--- src/rtl/cpu_pkg.sv ---
// Shared CPU definitions: divider state encoding and counter-width helper.
package cpu_pkg;

    typedef enum logic [1:0] {
        IDLE = 2'd0,
        BUSY = 2'd1,
        FIX  = 2'd2,
        DONE = 2'd3
    } div_state_t;

    function automatic int div_cnt_w(input int width);
        return $clog2(width);
    endfunction

endpackage

--- src/rtl/div_step.sv ---
// One restoring-division iteration: shift in a dividend bit, trial-subtract, restore on borrow.
module div_step #(
    parameter int WIDTH = 32
) (
    input  logic [WIDTH:0]   rem_in,
    input  logic             dvd_bit,
    input  logic [WIDTH-1:0] divisor,
    output logic [WIDTH:0]   rem_out,
    output logic             q_bit
);

    logic [WIDTH+1:0] shifted;
    logic [WIDTH+1:0] diff;

    always_comb begin
        shifted = {rem_in, dvd_bit};
        diff    = shifted - {2'b00, divisor};
        q_bit   = ~diff[WIDTH+1];
        rem_out = diff[WIDTH+1] ? shifted[WIDTH:0] : diff[WIDTH:0];
    end

endmodule

--- src/rtl/div_unit.sv ---
// Iterative radix-2 restoring divider for DIV/DIVU with pipeline stall/annul handshake.
// Define DIV_SIGNED_EN to honour signed_i; otherwise every operation is unsigned.
module div_unit
    import cpu_pkg::*;
#(
    parameter int WIDTH = 32
) (
    input  logic             clk,
    input  logic             rst_n,
    input  logic             start,
    input  logic             signed_i,
    input  logic [WIDTH-1:0] a,
    input  logic [WIDTH-1:0] b,
    input  logic             annul,
    output logic             stall,
    output logic             valid,
    output logic [WIDTH-1:0] q,
    output logic [WIDTH-1:0] r
);

    localparam int DIV_CNT_W = div_cnt_w(WIDTH);
    localparam logic [DIV_CNT_W-1:0] CNT_LAST = DIV_CNT_W'(WIDTH - 1);

    div_state_t           state, state_nxt;
    logic [DIV_CNT_W-1:0] cnt;
    logic [WIDTH-1:0]     dvd, dvs;
    logic [WIDTH:0]       rem, rem_step;
    logic                 q_bit, zflag, accept;
    logic [WIDTH-1:0]     a_mag, b_mag, q_fix, r_fix;

    // dvd doubles as the quotient: dividend bits shift out the top as quotient bits shift in.
    div_step #(.WIDTH(WIDTH)) u_step (
        .rem_in  (rem),
        .dvd_bit (dvd[WIDTH-1]),
        .divisor (dvs),
        .rem_out (rem_step),
        .q_bit   (q_bit)
    );

`ifdef DIV_SIGNED_EN
    logic q_neg, r_neg;

    assign a_mag = (signed_i && a[WIDTH-1]) ? -a : a;
    assign b_mag = (signed_i && b[WIDTH-1]) ? -b : b;
    assign q_fix = q_neg ? -dvd : dvd;
    // On divide-by-zero rem ends up as abs(a), so this also restores the raw dividend.
    assign r_fix = r_neg ? -rem[WIDTH-1:0] : rem[WIDTH-1:0];
`else
    logic unused_signed;

    assign unused_signed = signed_i;
    assign a_mag = a;
    assign b_mag = b;
    assign q_fix = dvd;
    assign r_fix = rem[WIDTH-1:0];
`endif

    assign accept = (state == IDLE) && start && !annul;

    always_comb begin
        state_nxt = state;
        case (state)
            IDLE:    if (accept) state_nxt = BUSY;
            BUSY:    if (annul) state_nxt = IDLE;
                     else if (cnt == CNT_LAST) state_nxt = FIX;
            FIX:     state_nxt = annul ? IDLE : DONE;
            DONE:    state_nxt = IDLE;
            default: state_nxt = IDLE;
        endcase
    end

    always_comb begin
        stall = 1'b0;
        valid = 1'b0;
        if (rst_n) begin
            stall = accept || (state == BUSY) || (state == FIX);
            valid = (state == DONE) && !annul;
        end
    end

    always_ff @(posedge clk or negedge rst_n) begin
        if (!rst_n) begin
            state <= IDLE;
            cnt   <= '0;
            dvd   <= '0;
            dvs   <= '0;
            rem   <= '0;
            zflag <= 1'b0;
            q     <= '0;
            r     <= '0;
`ifdef DIV_SIGNED_EN
            q_neg <= 1'b0;
            r_neg <= 1'b0;
`endif
        end else begin
            state <= state_nxt;
            case (state)
                IDLE: begin
                    if (accept) begin
                        dvd   <= a_mag;
                        dvs   <= b_mag;
                        rem   <= '0;
                        cnt   <= '0;
                        zflag <= (b == '0);
`ifdef DIV_SIGNED_EN
                        q_neg <= signed_i && (a[WIDTH-1] ^ b[WIDTH-1]);
                        r_neg <= signed_i && a[WIDTH-1];
`endif
                    end
                end
                BUSY: begin
                    dvd <= {dvd[WIDTH-2:0], q_bit};
                    rem <= rem_step;
                    cnt <= cnt + DIV_CNT_W'(1);
                end
                FIX: begin
                    if (!annul) begin
                        q <= zflag ? '1 : q_fix;
                        r <= r_fix;
                    end
                end
                default: ;
            endcase
        end
    end

endmodule

--- config.mk ---
export PLATFORM = sky130hd
export DESIGN_NAME = div_unit
export DESIGN_NICKNAME = d
export VERILOG_FILES = /design/src/rtl/cpu_pkg.sv /design/src/rtl/div_step.sv /design/src/rtl/div_unit.sv
export SDC_FILE = /design/constraint.sdc
export NUM_CORES = 1
export LEC_CHECK = 0
export CAP_MARGIN = 20
export CORE_ASPECT_RATIO = 1.25
export CORE_MARGIN = 3
export CORE_UTILIZATION = 45
export DETAILED_ROUTE_END_ITERATION = 12
export GPL_ROUTABILITY_DRIVEN = 0
export HOLD_SLACK_MARGIN = 0.05
export PLACE_DENSITY = 0.69
export SLEW_MARGIN = 20
export SYNTH_ARGS = -nofsm -noshare
export SYNTH_HDL_FRONTEND = slang
export SYNTH_SLANG_ARGS = --single-unit
--- constraint.sdc ---
create_clock -name clk -period 5 [get_ports clk]
set_clock_uncertainty 0.05 [all_clocks]
set_input_delay 1 -clock clk [delete_from_list [all_inputs] [get_ports clk]]
set_output_delay 1 -clock clk [all_outputs]
set_load 0.02 [all_outputs]
==> results.toml <==
[die]
rows = 56
start_util_pct = 46.2
io_pins = 135
die_h_um = 162
die_area_mm2 = 0.0211
core-area_mm2 = 0.0189
die_w_um = 131

[setup_path]
rrSetupSlack_ns = 1.28
max_stage_delay_ns = 0.47
critPathArrivalTime_ns = 4.02
worst-path-buf-inv = 1
crit_top_cell = "o21ai_1"
path_delay_family = "compound AO/OA/AOI/OAI gates"
setup.worst_path.class = "flip-flop to flip-flop"
start_kind = "flip-flop"
crit_fanout = 25
slowest_stage = "buf_4"
required_ns = 5.30
endpoint_kind = "flip-flop"
crit_chain = "ha_1 > nand2_1 > o21ai_1 > a21oi_1 > a211oi_2 > o21ai_1 > o31ai_1 > a21o_2 > buf_4 > mux2_4 > o22ai_2"

[synth]
synth_edf_count = 0
synth_top_flop_cell = "dfrtp_1"
synth_cell_types = 62
async_reset_ff_share_pct = 100
synthesis.nets = 1038
yosys.cell_count.top_type = "dfrtp_1"
ys_seq_elements = 169
syn-instance-count = 934
synth.area.top_cells = "dfrtp_1, nor2_1, ha_1"
synth_area_per_cell_um2 = 9.36
synth_area_mm2 = 0.00874
synth-seq-area-share_pct = 48.4
synth_top_cell_by_area = "dfrtp_1"
netlist_top_cells_count = "dfrtp_1, nor2_1, nand2_1"
synth_top_area_share_pct = 48.4
ys_warn_count = 0

[power_and_ir_drop]
max-vdd-ir-drop_mv = 0.283
power_leakage_nw = 4.76
p_sw_mw = 2.34
power.density_mw_per_mm2 = 544
p_int_mw = 3.55
p_clk_share_pct = 22.8
power.total_mw = 5.89
seq_power_share_pct = 32.1
p_sw_share_pct = 39.7
combPwrFrac_pct = 45.1

[placement]
numPortBuffers = 133
post-place-ws_ns = 1.31
hpwl_mm = 14.4

[sta]
slew_headroom_pct = 36.0
finalMaxSlewViolations = 0
setup_viol = 0
final_hold_viol_count = 0
worst_slew_pin_slew_ns = 0.961
fin_ws_ns = 1.28
fmax_mhz = 269
finalCritPeriodShare_pct = 74.4
rsz0062_at_grt = "no"
fin_tns_setup_ns = 0
min_period_ns = 3.72

[global_route]
grt_pass1_vias = 7083
grt_usage_pct = 20.5
antenna_found_initial = 0
overflow = 0
grt_max_degree = 79
grt_first_pass_wirelength_mm = 35.2

[detailed_routing]
drtIter0Drc = 324
num_vias = 7093
route.detailed.drc = 0
viasPerCell = 5.51
wire_per_inst_um = 16.4
firstDrtPassIters = 4
wirelength_mm = 21.1
ant_nets = 0

[clock_tree]
ctsRootBufferMaster = "clkbuf_16"
cts_buffers = 17
clkSlewWorstSetupHoldPaths_ns = 0.08
clock_path_buffers = 2
post-cts-setup-buffer-count = 0
clock_latency_ns = 0.43
ctsResizeCount = 0
h-tree-depth = 4
clkSinkCount = 169
tritoncts = "done"
cts_hold_buf = 0

[flow_run]
maxCapViolations = 0

[final_layout]
final_nets = 1146
antenna_cells = 0
num-fill-cells = 1694
multi_input_area_mm2 = 0.00414
ff_latch_area_mm2 = 0.00423
syn2layout_area_growth_pct = 23.9
drive_above_1_share_pct = 9.00

[worst_hold_path]
hold_path_class = "input pin to async pin"

[outcome]
status = "complete, no violations"
## cell families after synthesis
family | share of synthesized area [%]
and+or+nand+nor | 15.4
AOI/OAI and AO/OA | 16.1
DFF | 48.4
buffers and inverters | 4.41
muxes | 7.67
adders and majority gates | 5.10
xor gates and xnor gates | 2.91
## flip-flops by register name, indices dropped and copies added (netlist names)
name and flops:
dvd 32, zflag 1, cnt 5, rem 33, state 2, r 32, dvs 32, q 32
## cells in the final DEF, fill, tap and decap left out, types with 32 or more instances in the layout
master / synthesis / layout
o22ai_1: 34 / 34
a21oi_1: 68 / 68
mux2_2: 32 / 32
o21ai_1: 33 / 33
nor2_1: 146 / 146
o21ai_0: 54 / 54
dfrtp_1: 169 / 168
ha_1: 34 / 34
nand2_1: 84 / 84
inv_1: 39 / 39
clkdlybuf4s50_1: 0 / 132
## power by group through the flow
| stage | Sequential (mW) | Combinational, mW | Clock, mW |
|---|---|---|---|
| 2_1_floorplan | 1.93 | 2.02 | 0 |
| 3_3_place_gp | 1.91 | 2.61 | 0 |
| 3_5_place_dp | 1.92 | 2.65 | 0 |
| 4_1_cts | 1.89 | 2.67 | 1.37 |
| 5_1_grt | 1.93 | 2.99 | 1.43 |
| 6_report | 1.89 | 2.66 | 1.35 |
## routing by layer
layer  wire length, um  vias up  global-route usage, %  part of all wire (%)
met4               271        0                   5.52                   1.3
met3               970       16                   3.29                   4.6
li1                  -     3489                      -                     -
met2             10400      153                   33.9                    49
met1              9480     3435                   27.9                    45
met5                 0        -                      0                     0
## through the flow
step / cells / instance area (um2) / utilization (%) / hold WS, ns
floorplan: 934 / 8740 / - / 0.399
global placement: 1255 / 10200 / 54.0 / 0.417
detailed placement: 1255 / 10200 / 54.0 / 0.426
CTS: 1287 / 10800 / 57.2 / 0.366
global route: 1287 / 10800 / 57.2 / 0.375
finish: 1287 / 10800 / 57.2 / 0.378
## path summary, 6_finish.rpt
path | to | cells past startpoint | from
max | rem[0]$_DFFE_PN0P_ | 11 | rem[6]$_DFFE_PN0P_
min | dvd[30]$_DFFE_PN0P_ | 1 | rst_n
max reg2reg | rem[0]$_DFFE_PN0P_ | 11 | rem[6]$_DFFE_PN0P_
min reg2reg | dvs[0]$_DFFE_PN0P_ | 2 | dvs[0]$_DFFE_PN0P_
max in group asynchronous | dvd[15]$_DFFE_PN0P_ | 2 | rst_n
min in group clk | dvs[0]$_DFFE_PN0P_ | 2 | dvs[0]$_DFFE_PN0P_
## area by class of cell
class	count	area share, %
Clock buffer	17	3.93
Clock inverter	15	1.65
Inverter	39	1.35
Multi-Input combinational cell	671	38.2
Sequential cell	169	39.1
Tap cell	232	2.68
Timing Repair Buffer	144	13.1
(Power assumes the default switching activity.)
